==> config.mk <==
export PLATFORM = sky130hd
export DESIGN_NAME = muldiv_writeback_unit_flat
export DESIGN_NICKNAME = d
export VERILOG_FILES = /design/src/rtl/muldiv_writeback_unit_if.sv /design/src/rtl/muldiv_writeback_unit.sv /design/src/flat_wrapper.sv
export SDC_FILE = /design/constraint.sdc
export NUM_CORES = 1
export LEC_CHECK = 0
export BUFFER_PORTS_ARGS = -buffer_cell sky130_fd_sc_hd__buf_2
export CORE_MARGIN = 5
export CORE_UTILIZATION = 65
export DETAILED_ROUTE_END_ITERATION = 8
export PLACE_DENSITY = 0.83
export SYNTH_ARGS = -nofsm -noshare
export SYNTH_HDL_FRONTEND = slang
export SYNTH_SLANG_ARGS = --single-unit
==> constraint.sdc <==
create_clock -name clk_i -period 7 [get_ports clk_i]
set_clock_uncertainty 0.1 [all_clocks]
set_input_delay 0.7 -clock clk_i [delete_from_list [all_inputs] [get_ports clk_i]]
set_output_delay 0.7 -clock clk_i [all_outputs]
set_load 0.01 [all_outputs]
==> src/rtl/muldiv_writeback_unit_if.sv <==
`default_nettype none
// ============================================================================
// Module   : muldiv_writeback_unit_if
// Brief    : Issue/write-back bundle between the core and the RV32M unit.
// Revision : 1.0 - initial release
// ============================================================================
interface muldiv_writeback_unit_if #(
  parameter int DATA_WIDTH     = 32,
  parameter int ADDR_BUS_WIDTH = 5
);

  logic                      start_i;
  logic [2:0]                funct3_i;
  logic [DATA_WIDTH-1:0]     rs1_data_i;
  logic [DATA_WIDTH-1:0]     rs2_data_i;
  logic [ADDR_BUS_WIDTH-1:0] rd_addr_i;
  logic                      busy_o;
  logic                      done_o;
  logic                      write_en_o;
  logic [ADDR_BUS_WIDTH-1:0] write_addr_o;
  logic [DATA_WIDTH-1:0]     write_data_o;

  // Core / decode side
  modport master (
    output start_i, funct3_i, rs1_data_i, rs2_data_i, rd_addr_i,
    input  busy_o, done_o, write_en_o, write_addr_o, write_data_o
  );

  // Multiply/divide unit side
  modport slave (
    input  start_i, funct3_i, rs1_data_i, rs2_data_i, rd_addr_i,
    output busy_o, done_o, write_en_o, write_addr_o, write_data_o
  );

endinterface
`default_nettype wire

==> src/rtl/muldiv_writeback_unit.sv <==
`default_nettype none
// ============================================================================
// Module   : muldiv_writeback_unit
// Brief    : Iterative RV32M multiply/divide unit driving the register-file
//            write port. Optional macro MULDIV_FAST_MUL_EN: one-cycle multiply.
// Revision : 1.0 - initial release
// ============================================================================
module muldiv_writeback_unit #(
  parameter int DATA_WIDTH     = 32,
  parameter int ADDR_BUS_WIDTH = 5,
  parameter int ITERATIONS     = 32
) (
  input logic                    clk_i,
  input logic                    reset_i,
  muldiv_writeback_unit_if.slave mdu
);

  localparam int CW = (ITERATIONS > 1) ? $clog2(ITERATIONS) : 1;
  localparam int DW = DATA_WIDTH;

  localparam logic [1:0] S_IDLE  = 2'd0;
  localparam logic [1:0] S_CALC  = 2'd1;
  localparam logic [1:0] S_WRITE = 2'd2;

  localparam logic [CW-1:0] c_LAST_STEP = CW'(ITERATIONS - 1);
  localparam logic [DW-1:0] c_ALL_ONES  = '1;
  localparam logic [DW-1:0] c_INT_MIN   = {1'b1, {(DW-1){1'b0}}};

  logic [1:0]                r_state;
  logic [1:0]                w_state_nxt;
  logic [CW-1:0]             r_count;
  logic [2:0]                r_funct3;
  logic [ADDR_BUS_WIDTH-1:0] r_rd;
  logic [DW-1:0]             r_a;
  logic [2*DW-1:0]           r_acc;
  logic [DW:0]               r_rem;
  logic                      r_neg_q;
  logic                      r_neg_r;
  logic                      r_bypass;
  logic [DW-1:0]             r_bypass_res;

  logic [2:0]    w_f3;
  logic [DW-1:0] w_rs1;
  logic [DW-1:0] w_rs2;
  logic          w_is_div;
  logic          w_s1_signed;
  logic          w_s2_signed;
  logic          w_neg1;
  logic          w_neg2;
  logic [DW-1:0] w_mag1;
  logic [DW-1:0] w_mag2;
  logic          w_div_zero;
  logic          w_div_ovf;
  logic          w_bypass;
  logic [DW-1:0] w_bypass_res;

  assign w_f3  = mdu.funct3_i;
  assign w_rs1 = mdu.rs1_data_i;
  assign w_rs2 = mdu.rs2_data_i;

  // ---------------------------------------------------------------- decode
  always_comb begin
    w_is_div    = w_f3[2];
    w_s1_signed = (w_f3 == 3'b001) || (w_f3 == 3'b010) ||
                  (w_f3 == 3'b100) || (w_f3 == 3'b110);
    w_s2_signed = (w_f3 == 3'b001) || (w_f3 == 3'b100) || (w_f3 == 3'b110);
    w_neg1      = w_s1_signed & w_rs1[DW-1];
    w_neg2      = w_s2_signed & w_rs2[DW-1];
    w_mag1      = w_neg1 ? (DW'(0) - w_rs1) : w_rs1;
    w_mag2      = w_neg2 ? (DW'(0) - w_rs2) : w_rs2;
    w_div_zero  = w_is_div && (w_rs2 == '0);
    w_div_ovf   = w_is_div && !w_f3[0] && (w_rs1 == c_INT_MIN) && (w_rs2 == c_ALL_ONES);
  end

`ifdef MULDIV_FAST_MUL_EN
  // 33x33 signed product, formed over operands sign-extended to 64 bits
  logic [2*DW-1:0] w_fast_op1;
  logic [2*DW-1:0] w_fast_op2;
  logic [2*DW-1:0] w_fast_prod;

  assign w_fast_op1  = {{DW{w_neg1}}, w_rs1};
  assign w_fast_op2  = {{DW{w_neg2}}, w_rs2};
  assign w_fast_prod = w_fast_op1 * w_fast_op2;
`endif

  // Results known in the capture cycle skip the iterative datapath
  always_comb begin
    w_bypass     = w_div_zero || w_div_ovf;
    w_bypass_res = '0;
    if (w_div_zero) begin
      w_bypass_res = w_f3[1] ? w_rs1 : c_ALL_ONES;
    end else if (w_div_ovf) begin
      w_bypass_res = w_f3[1] ? '0 : c_INT_MIN;
    end
`ifdef MULDIV_FAST_MUL_EN
    if (!w_is_div) begin
      w_bypass     = 1'b1;
      w_bypass_res = (w_f3[1:0] == 2'b00) ? w_fast_prod[DW-1:0] : w_fast_prod[2*DW-1:DW];
    end
`endif
  end

  // ------------------------------------------------------------ step logic
  logic [DW:0]   w_mul_sum;
  logic [DW:0]   w_div_shift;
  logic [DW:0]   w_div_trial;
  logic          w_div_borrow;
  logic          w_unused_rem_msb;

  always_comb begin
    w_mul_sum    = {1'b0, r_acc[2*DW-1:DW]} + (r_acc[0] ? {1'b0, r_a} : '0);
    w_div_shift  = {r_rem[DW-1:0], r_acc[DW-1]};
    w_div_borrow = (w_div_shift < {1'b0, r_a});
    w_div_trial  = w_div_shift - {1'b0, r_a};
  end

  // Partial remainder never reaches the divisor, so its top bit stays clear
  assign w_unused_rem_msb = r_rem[DW];

  // ------------------------------------------------------------------- FSM
  always_ff @(posedge clk_i) begin
    if (reset_i) begin
      r_state <= S_IDLE;
    end else begin
      r_state <= w_state_nxt;
    end
  end

  always_comb begin
    w_state_nxt = r_state;
    case (r_state)
      S_IDLE: begin
        if (mdu.start_i) begin
          w_state_nxt = w_bypass ? S_WRITE : S_CALC;
        end
      end
      S_CALC: begin
        if (r_count == c_LAST_STEP) begin
          w_state_nxt = S_WRITE;
        end
      end
      S_WRITE: w_state_nxt = S_IDLE;
      default: w_state_nxt = S_IDLE;
    endcase
  end

  // -------------------------------------------------------------- datapath
  always_ff @(posedge clk_i) begin
    if (reset_i) begin
      r_count      <= '0;
      r_funct3     <= '0;
      r_rd         <= '0;
      r_a          <= '0;
      r_acc        <= '0;
      r_rem        <= '0;
      r_neg_q      <= 1'b0;
      r_neg_r      <= 1'b0;
      r_bypass     <= 1'b0;
      r_bypass_res <= '0;
    end else begin
      case (r_state)
        S_IDLE: begin
          if (mdu.start_i) begin
            r_count      <= '0;
            r_funct3     <= w_f3;
            r_rd         <= mdu.rd_addr_i;
            r_a          <= w_mag2;
            r_acc        <= {{DW{1'b0}}, w_mag1};
            r_rem        <= '0;
            r_neg_q      <= w_neg1 ^ w_neg2;
            r_neg_r      <= w_neg1;
            r_bypass     <= w_bypass;
            r_bypass_res <= w_bypass_res;
          end
        end
        S_CALC: begin
          r_count <= r_count + CW'(1);
          if (r_funct3[2]) begin
            r_rem            <= w_div_borrow ? w_div_shift : w_div_trial;
            r_acc[DW-1:0]    <= {r_acc[DW-2:0], ~w_div_borrow};
          end else begin
            r_acc <= {w_mul_sum, r_acc[DW-1:1]};
          end
        end
        default: ;
      endcase
    end
  end

  // -------------------------------------------------------- result select
  logic [2*DW-1:0] w_prod;
  logic [DW-1:0]   w_quot;
  logic [DW-1:0]   w_remv;
  logic [DW-1:0]   w_result;

  always_comb begin
    w_prod = r_neg_q ? ((2*DW)'(0) - r_acc) : r_acc;
    w_quot = r_neg_q ? (DW'(0) - r_acc[DW-1:0]) : r_acc[DW-1:0];
    w_remv = r_neg_r ? (DW'(0) - r_rem[DW-1:0]) : r_rem[DW-1:0];
    if (r_bypass) begin
      w_result = r_bypass_res;
    end else begin
      case (r_funct3)
        3'b000:                 w_result = w_prod[DW-1:0];
        3'b001, 3'b010, 3'b011: w_result = w_prod[2*DW-1:DW];
        3'b100, 3'b101:         w_result = w_quot;
        default:                w_result = w_remv;
      endcase
    end
  end

  // --------------------------------------------------------------- outputs
  always_comb begin
    mdu.busy_o       = (r_state != S_IDLE);
    mdu.done_o       = 1'b0;
    mdu.write_en_o   = 1'b0;
    mdu.write_addr_o = '0;
    mdu.write_data_o = '0;
    if (r_state == S_WRITE) begin
      mdu.done_o       = 1'b1;
      mdu.write_en_o   = (r_rd != '0);
      mdu.write_addr_o = r_rd;
      mdu.write_data_o = w_result;
    end
  end

endmodule
`default_nettype wire

==> src/flat_wrapper.sv <==
// flat-port wrapper written by rule: the top's interface ports become plain ports
module muldiv_writeback_unit_flat 
#(
  parameter int DATA_WIDTH     = 32,
  parameter int ADDR_BUS_WIDTH = 5,
  parameter int ITERATIONS     = 32
)
  (clk_i, reset_i, mdu_start_i, mdu_funct3_i, mdu_rs1_data_i, mdu_rs2_data_i, mdu_rd_addr_i, mdu_busy_o, mdu_done_o, mdu_write_en_o, mdu_write_addr_o, mdu_write_data_o);
  muldiv_writeback_unit_if #(.DATA_WIDTH(DATA_WIDTH), .ADDR_BUS_WIDTH(ADDR_BUS_WIDTH)) mdu_i ();
  input logic clk_i;
  input logic reset_i;
  input wire logic [$bits(mdu_i.start_i)-1:0] mdu_start_i;
  input wire logic [$bits(mdu_i.funct3_i)-1:0] mdu_funct3_i;
  input wire logic [$bits(mdu_i.rs1_data_i)-1:0] mdu_rs1_data_i;
  input wire logic [$bits(mdu_i.rs2_data_i)-1:0] mdu_rs2_data_i;
  input wire logic [$bits(mdu_i.rd_addr_i)-1:0] mdu_rd_addr_i;
  output wire logic [$bits(mdu_i.busy_o)-1:0] mdu_busy_o;
  output wire logic [$bits(mdu_i.done_o)-1:0] mdu_done_o;
  output wire logic [$bits(mdu_i.write_en_o)-1:0] mdu_write_en_o;
  output wire logic [$bits(mdu_i.write_addr_o)-1:0] mdu_write_addr_o;
  output wire logic [$bits(mdu_i.write_data_o)-1:0] mdu_write_data_o;
  assign mdu_i.start_i = mdu_start_i;
  assign mdu_i.funct3_i = mdu_funct3_i;
  assign mdu_i.rs1_data_i = mdu_rs1_data_i;
  assign mdu_i.rs2_data_i = mdu_rs2_data_i;
  assign mdu_i.rd_addr_i = mdu_rd_addr_i;
  assign mdu_busy_o = mdu_i.busy_o;
  assign mdu_done_o = mdu_i.done_o;
  assign mdu_write_en_o = mdu_i.write_en_o;
  assign mdu_write_addr_o = mdu_i.write_addr_o;
  assign mdu_write_data_o = mdu_i.write_data_o;
  muldiv_writeback_unit #(.DATA_WIDTH(DATA_WIDTH), .ADDR_BUS_WIDTH(ADDR_BUS_WIDTH), .ITERATIONS(ITERATIONS)) u_core (.clk_i(clk_i), .reset_i(reset_i), .mdu(mdu_i));
endmodule
Word level (Yosys, flattened, before mapping)
Cells that the tools add are included.
- register bits after elaboration: 178
- input port bits: 75
- output and inout bits: 40
- add/subtract/negate cells: 8
- magnitude comparators: 1
- equality and inequality tests: 18
- multiplexer cells: 30
- bitwise logic cells: 4
- reduce and logical (&&, ||, !) cells: 24
- operator list (operator ; count):
    2-to-1 mux 32 bit ; 16
    2-to-1 mux 64 bit ; 2
    case mux 64 bit (2 select lines) ; 1
    subtractor 1 x 32 -> 32 bit, first input constant ; 4
    case mux 32 bit (3 select lines) ; 1
    == test 32 bit, second input constant ; 2
    case mux 32 bit (2 select lines) ; 1
    subtractor 1 x 64 -> 64 bit, first input constant ; 1
    adder 32 x 33 -> 33 bit ; 1
    < comparator 33 x 32 -> 1 bit ; 1
    zero test 32 bit ; 1
    subtractor 32 bit ; 1
    == test 3 bit, second input constant ; 4
    2-to-1 mux 5 bit ; 2
    case mux 5 bit (2 select lines) ; 1
    == test 3 x 2 -> 1 bit, second input constant ; 3
    == test 3 x 1 -> 1 bit, second input constant ; 2
    logical OR 1 bit ; 6
    2-to-1 mux 2 bit ; 3
    AND reduction 2 bit ; 3
    AND reduction 3 bit ; 2
    adder 5 x 1 -> 5 bit, second input constant ; 1
    == test 5 bit, second input constant ; 1
    nonzero test 5 bit ; 1
    16 further kinds ; 24

Longest topological paths before layout
Gate-level depths: netlist (run 1).
- depth after elaboration: 8
- gate-level depth with buffers: 15

Least setup slack after synthesis (run 1)
Ideal clock, no wire load.
- path type: flip-flop to output port
- start: reg u_core.r_acc[9]
- end: out mdu_write_data_o[29]
- arrival: 3.503 ns
- path slack: 2.697 ns
- cell stages (with the launch flop): 15
- buffers on the path: 4
- cells stage by stage: dfxtp_1 -> buf_6 -> or4_4 -> or4b_1 -> buf_2 -> or3b_4 -> or2_1 -> buf_6 -> or2_1 -> buf_6 -> or3_4 -> o21ai_2 -> xnor2_1 -> nand2_1 -> a21oi_1
- cells in the longest elaborated chain, start to end: 5
- elaborated cells on any way between the ends: 7
- ends and longest elaborated chain (what ; RTL line ; source):
    from (decl) ; muldiv_writeback_unit.sv:35 ; logic [2*DW-1:0] r_acc;
    from (signal assigned) ; muldiv_writeback_unit.sv:168 ; r_acc <= {{DW{1'b0}}, w_mag1};
    from (signal, indexed assignment) ; muldiv_writeback_unit.sv:180 ; r_acc[DW-1:0] <= {r_acc[DW-2:0], ~w_div_borrow};
    from (signal assigned) ; muldiv_writeback_unit.sv:182 ; r_acc <= {w_mul_sum, r_acc[DW-1:1]};
    subtractor 1 x 64 -> 64 bit / subtractor 1 x 32 -> 32 bit (equally long branches) ; muldiv_writeback_unit.sv:197, muldiv_writeback_unit.sv:198 ;
    2-to-1 mux 64 bit / 2-to-1 mux 32 bit (equally long branches) ; muldiv_writeback_unit.sv:197, muldiv_writeback_unit.sv:198 ;
    case mux 32 bit (3 select lines) * ; muldiv_writeback_unit.sv:203 ; case (r_funct3)
    2-to-1 mux 32 bit * ; muldiv_writeback_unit.sv:200 ; if (r_bypass) begin
    2-to-1 mux 32 bit * ; muldiv_writeback_unit.sv:219 ; if (r_state == S_WRITE) begin
    to (decl) ; flat_wrapper.sv:21 ; output wire logic [$bits(mdu_i.write_data_o)-1:0] mdu_write_data_o;
Every way passes the cells marked *; elsewhere a longest branch is shown, timed or not.

Worst setup path in the final report (run 1)
- start: reg u_core.r_acc[9]
- end: out mdu_write_data_o[1]
- cells in the longest elaborated chain, start to end: 5
- ends and longest elaborated chain (what ; RTL line ; source):
    subtractor 1 x 64 -> 64 bit ; muldiv_writeback_unit.sv:197 ; w_prod = r_neg_q ? ((2*DW)'(0) - r_acc) : r_acc;
    2-to-1 mux 64 bit ; muldiv_writeback_unit.sv:197 ;
    case mux 32 bit (3 select lines) ; muldiv_writeback_unit.sv:203 ;
    2-to-1 mux 32 bit ; muldiv_writeback_unit.sv:200 ;
    2-to-1 mux 32 bit ; muldiv_writeback_unit.sv:219 ;
No other way between the ends.

==> metrics list, run 1 <==
- The initial utilization of the core area, before any placement, comes to between 60% and 70%.
- Unrepaired setup endpoints after global routing: false
* Fraction of the mapped netlist area in simple logic gates: between 20% and 30%
* Number of gates resized after CTS: 0
* Worst path required time: 6.20 ns
- Slowest cell on the critical path: a2111oi_0
- Syn_area_per_cell: between 7 and 8 sq um
- In the post-synthesis netlist, the biggest area contributors are dfxtp_1, ha_1, a21oi_1.
- Number of detailed-routing iterations run before antenna repair: 6
- Traced cell by cell, the critical path runs through or4_4 -> or4b_1 -> or3b_4 -> or2_2 -> o41ai_2 -> xnor2_1 -> a2111oi_0 -> a21oi_1 -> nor2_1 -> buf_2.
- Cells fill between 70% and 80% of the core in the end.
* Maximum root-to-sink buffer count: 2
* Final period demand of the worst path: 5.151 ns
* Routed wire length: ~50000 um
* Setup bufs post-CTS: 0
* Highest-count cells in the layout ignoring fill and taps: nor2_1, nand2_1, a21oi_1
* Worst reg2reg path startpoint: u_core.r_acc[0]
- After detailed routing, the number of remaining DRC violations is 0.
- Synth unique cells: 78
- Number of max-cap violations: 0
- After the flow finishes, the layout carries non-filler instances totaling around 2300.
* Synthesized-area fraction occupied by adder cells: under 10%
- Area enclosed by the die boundary: 26140 sq um
- CTS tree: done
- Critical path endpoint category: output port
- Layout Cell Area excl Fill: around 16000 sq um
* Count of nets left with antenna violations after detail routing: 0
* Detail-routed net length per standard cell: roughly 21 um
- Hold timing on the final database bottoms out at a slack of approximately 0.35 ns.
- The area growth from synthesis to layout is 7.679%.
* First-pass GRT wire length: ~78000 um
- Final Slew Violations: 0
- Setup TNS: 0 ns
* Core area: 22640 sq um
* Tot Pwr: around 2.8 mW
- Aggregate global-route resource usage: 37.20%
- Worst setup startpoint: u_core.r_acc[9]
- Static Leak: roughly 6.2 nW
- The synthesized netlist devotes about 11% of its cell area to XOR and XNOR gates.
- Clock H-tree levels: 4
- IR analysis of the VDD net gives a maximum drop of 248.5 uV.
* Minimum setup slack in the final design: 1.849 ns
- Entering global routing, the biggest net connects 99 pins.
- Worst-Margin Slew: 1.131 ns
- Number of core rows: between 50 and 60
- In this design, the stage delay of the slowest critical-path cell is about 0.70 ns.
- Number of buffers created by CTS: 17
- Data arrives at the worst endpoint at about 4.4 ns.
* Async S/R FF share, synth: 0%
* Antenna Cells: 0
- Number of enable flip-flop cells after synthesis: 0
* Nets@finish: around 2200
- Pre-CTS worst setup slack: about 2.5 ns
- Netlist area before placement: between 10000 and 15000 sq um
* DP Wirelength: roughly 37000 um
* Number of sinks driven by the clock tree: between 150 and 200
- Once placement completed, the tool counted placed cells totaling 2302.
* Post-synthesis sequential element count: 178
- Layout cells sized above 1: a little under a tenth
- Die W: 161.7 um
* Final setup viols: 0
* Largest family of logic cells by synthesized area: compound AO/OA/AOI/OAI gates
- Via Count: about 16000
- For this design the ratio of total power to cell area is between 150 and 200 nW/um^2.
- Result of the run: finished clean
- After technology mapping, the gate count stands at between 2000 and 2500.
- Routed vias/inst: 6.739
- Final GP Congestion: between 0.9 and 1
- Once placement finished, the instance area stood at roughly 16000 sq um.
- Vias in the first global route: between 10000 and 15000
- Post-synthesis sequential area ratio: 23.82%
- The later pin in the worst-skew pair is clocked with a latency of 0.44 ns.
- Of all nets on the critical path, the largest fanout is 8.
* Buffer and inverter count on the worst path: 1
- Initial antenna violation count: 0
- In this run the tool buffered the top-level ports with 114 buffer cells.
* Grt total ovfl: 0
- Pin placement for this block handled between 100 and 150 I/O pins.
- For this run, the top clock speed supported by timing is 194.1 MHz.
- Yosys synthesis warning count: 0
* Height of the die: approximately 160 um
* Leading cell type in the layout, fill and taps excluded: nor2_1
- The number of nets handed over by synthesis was ~2200.
* Mux share of post-synthesis cell area: 4.358%
* Critical Path Start Type: flop
- Crit-path leading delay family: simple AND/OR/NAND/NOR gates
- The number of hold-slack violations in the final timing report came to 0.
- Synthesized-area fraction occupied by ao, oa, aoi and oai cells: approximately 28%
* Worst Min Path Start: u_core.r_bypass_res[3]
- Fin crit share: between 70 and 80%
- Buffer type at the clock tree root: clkbuf_16
* Hold Crit Class: reg -> reg
* Slew headroom: approximately 25%
- Hold-fix buffers, CTS: 0
* Critical path start-end classification: reg -> out
* Most common flop cell mapped by yosys: dfxtp_1
* Cell type with the highest aggregate area in the netlist: dfxtp_1
- Initial detailed-routing violation count: ~2000
* Clock slew at the register clock pins of the worst setup and hold paths: roughly 0.080 ns
- Share of Yosys cell area claimed by the top area cell type: about a quarter
==> flip-flops by register name, summed over array words and instances (netlist names), 2 cells and up <==
register,cells
u_core.r_count,5
u_core.r_acc,64
u_core.r_funct3,3
u_core.r_state,2
u_core.r_rd,5
u_core.r_a,32
u_core.r_rem,32
u_core.r_bypass_res,32
==> cell usage after synthesis (9+ instances only) <==
library cell,count
a211oi_1,100
a21o_1,35
a21oi_1,177
a221oi_1,15
a22oi_1,12
and2_1,16
clkbuf_1,119
dfxtp_1,178
ha_1,71
inv_1,65
mux2i_1,64
nand2_1,189
nand2b_1,49
nand3_1,52
nand4_1,19
nor2_1,191
nor2b_1,12
nor3_1,30
nor4_1,20
o211ai_1,9
o21a_1,10
o21ai_0,154
o22ai_1,13
o31ai_1,42
o41ai_1,20
or3_1,27
or4_1,17
xnor2_1,98
xor2_1,90
==> path summary, 6_finish.rpt <==
| check | to | slack, ns | depth (start not counted) |
|---|---|---|---|
| hold reg to reg | u_core.r_bypass_res[3] | 0.35 | 2 |
| setup reg to reg | u_core.r_acc[62] | 2.59 | 13 |
| hold / removal | u_core.r_bypass_res[3] | 0.35 | 2 |
| setup / recovery | mdu_write_data_o[1] | 1.85 | 10 |
==> cell families after synthesis <==
kind of cell	after synthesis
multiplexers	65
flip-flops	178
buffers and inverters	205
XOR/XNOR	188
AND/OR/NAND/NOR	657
AO/OA/AOI/OAI	657
adder cells (fa/ha/maj)	73
==> layout make-up <==
class	count	area, sq um
clock inverters	13	137.6
fillers	1933	6535
well taps	285	356.6
multi-input cells	1640	10640
clock buffers	18	439.2
flip-flops and latches	178	3566
repair buffers	134	723.2
inverters	65	244.0
==> worst min-delay path, cell delays in order, from the launching register on <==
cell	delay, ns
dfxtp_1	0.31
nand2_1	0.05
a21oi_1	0.05
==> layer usage <==
layer	wire length (um)	global-route usage (%)
met1	20810	51.90
met2	21340	55.69
met3	5244	7.181
met4	2630	17.34
met5	0	0
==> where the power goes <==
part	leakage, nW	internal (mW)	total, mW	switching (mW)
registers	1.45	1.06	1.13	0.0715
clock network	0.275	0.484	0.968	0.484
logic	4.48	0.256	0.712	0.456
Note: power is estimated with default switching activity, not from simulation.
==> run 2: changes to the inputs <==
CORE_UTILIZATION = 62   (was 65)
PLACE_DENSITY = 0.8   (was 0.83)
clock period = 5.3 ns   (was 7 ns; I/O delays follow)
==> run 2 against run 1 <==
Critical path depth did not move. First-iteration DRC count increased by 5.7%. Sequential power increased by 32%. Critical endpoint is now mdu_write_data_o[19]. Largest power group unchanged.
==> metrics list, run 2 (synthesis results as in run 1) <==
* Ordered cell list for the critical path: or4_4 -> or4b_1 -> or3b_4 -> or2_1 -> or2_1 -> o31ai_1 -> xnor2_1 -> a21oi_1 -> a21oi_1 -> buf_2
* Pin count of the biggest net entering global routing: 98
- The count of buffers added on input and output ports is 114.
- Area enclosed by the die boundary: between 20000 and 30000 sq um
- The worst hold path belongs to the class in -> reg.
- Worst-Margin Slew: approximately 1.0 ns
- Max FFs per register: 64
- More flip-flops sit in one register than any other, and that register is u_core.r_acc.
- Setup repair after global routing left no endpoint under its margin.
- Clock slew at the register clock pins of the worst setup and hold paths: 0.08 ns
* Buffer type at the clock tree root: clkbuf_16
- Clock H-tree levels: 4
- IR Drop Worst-Case VDD: between 200 and 250 uV
- Critical path peak fanout: 8
- The via count of the first global-routing pass was approximately 15000.
* Final number of hold-violating endpoints: 0
* Effective utilization at floorplan: 63.34%
- The core region is between 20000 and 25000 sq um.
- The max-slew violation total from the final report is 0.
- Worst path required time: between 4 and 5 ns
- The largest single stage delay on the critical path is between 0.6 and 0.7 ns.
- Leaving out fill and tap cells, the most frequent cell in the layout is nor2_1.
* Number of gates resized after CTS: 0
- The worst setup path is of the reg -> out kind.
* Routed vias/inst: roughly 6.7
- Nets@finish: around 2200
- Critical Path Start Type: flop
- Layout cells sized above 1: around a tenth
- After detailed routing, the average wire length per cell comes to between 20 and 25 um.
* Height of the die: approximately 170 um
- After layout, the minimum clock period comes to 4.993 ns.
- Summed over all cells, the static leakage comes to 6.240 nW.
- The worst setup path is captured at an output port.
- The slowest stage of the critical path belongs to the cell or4b_1.
- Maximum operating frequency: roughly 200 MHz
- Aggregate global-route resource usage: 36.60%
- Remaining routing DRC violations: 0
- Setup TNS: 0 ns
- Tot Pwr: ~3.7 mW
* Hold-fix buffers, CTS: 0
- Highest-count cells in the layout ignoring fill and taps: nor2_1, nand2_1, a21oi_1
* Ratio of total power to cell area: roughly 230 nW/um^2
* CTS tree: done
- Result of the run: finished clean
- The routed layout has about 16000 vias.
* Count of pins on the block boundary: 115
- Once the clock tree was built, the setup fixing pass inserted 0 buffers.
- The first detailed-routing pass ran for 6 iterations.
* DP Wirelength: 37980 um
* Die W: 165.3 um
- Data arrival time of the critical path: 4.36 ns
- After the first detailed-routing iteration, the DRC count stood at about 2100.
- Number of sinks driven by the clock tree: approximately 180
- Final setup viols: 0
* Grt total ovfl: 0
- Dividing the final minimum period by the clock period gives between 90% and 100%.
- Routed wire length: 50870 um
* Insertion delay of the later-clocked pin in the worst-skew pair: 0.45 ns
- Growth of design area from synthesis to finish: 8.357%
- Initial antenna violation count: 0
- The tool flagged a number of max-cap violations equal to 0.
* Maximum root-to-sink buffer count: 2
* Final GP Congestion: 1.001
- The detail route stage leaves a number of antenna-violating nets equal to 0.
* Number of buffers created by CTS: 17
- The worst pin sits at a relative slew slack of approximately 31%.
* First-pass GRT wire length: 78860 um
- 0 antenna diodes ended up in the layout.
- The initialized floorplan defines 56 standard-cell rows.
[run 2: cell count changes in the layout (fill, tap and decap cells not counted), sizes merged]
cell / change
clkbuf: -1
bufinv: +1
buf: +6
[run 2: critical path: cells and delay by family (launching register included)]
family / cells / cell delay (ns)
AND/OR/NAND/NOR: 5 / 2.37
AO/OA/AOI/OAI: 3 / 0.88
flip-flops: 1 / 0.39
buffers and inverters: 1 / 0.16
XOR/XNOR: 1 / 0.10
[run 2: final cells by class]
type                       count  area [sq um]
sequential                   178          3566
multi-input combinational   1640         10640
inverter                      65         244.0
tap                          319         399.1
fill                        2116          7406
clock buffer                  17         425.4
timing repair buffer         140         768.2
clock inverter                14         165.2
[run 2: metal layers]
layer  track usage (%)  part of all wire, %  vias up
li1                  -                    -     7413
met1             50.97                   43     7447
met2             55.72                   44      856
met3             6.453                  8.4      142
met4             15.75                  5.0        0
met5                 0                    0        -
[run 2: path summary, 6_finish.rpt]
path | from | end | slack [ns] | depth (start not counted)
worst min-delay path | mdu_rd_addr_i[4] | u_core.r_rd[4] | 0.20 | 3
worst min register to register | u_core.r_bypass_res[22] | u_core.r_bypass_res[22] | 0.35 | 2
worst max register to register | u_core.r_acc[31] | u_core.r_rem[13] | 1.09 | 13
worst max-delay path | u_core.r_acc[9] | mdu_write_data_o[19] | 0.31 | 10
[run 2: power by group]
part	leakage, nW	internal, mW	switching [mW]	total [mW]
logic	4.51	0.341	0.598	0.939
clock network	0.282	0.673	0.635	1.31
registers	1.45	1.39	0.100	1.49
total	6.24	2.41	1.33	3.74
[run 2: stage by stage]
step | setup slack (ns) | instances | util [%] | hold slack [ns] | instance area (sq um)
finish | 0.3071 | 2373 | 68.64 | 0.2043 | 16210
global route | 0.1609 | 2373 | 68.64 | 0.2157 | 16210
CTS | 0.4115 | 2373 | 68.64 | 0.2007 | 16210
detailed placement | 0.9075 | 2342 | 66.14 | 0.3412 | 15620
global placement | 0.9988 | 2342 | 66.14 | 0.3345 | 15620
floorplan | 1.167 | 2023 | - | 0.3284 | 14960
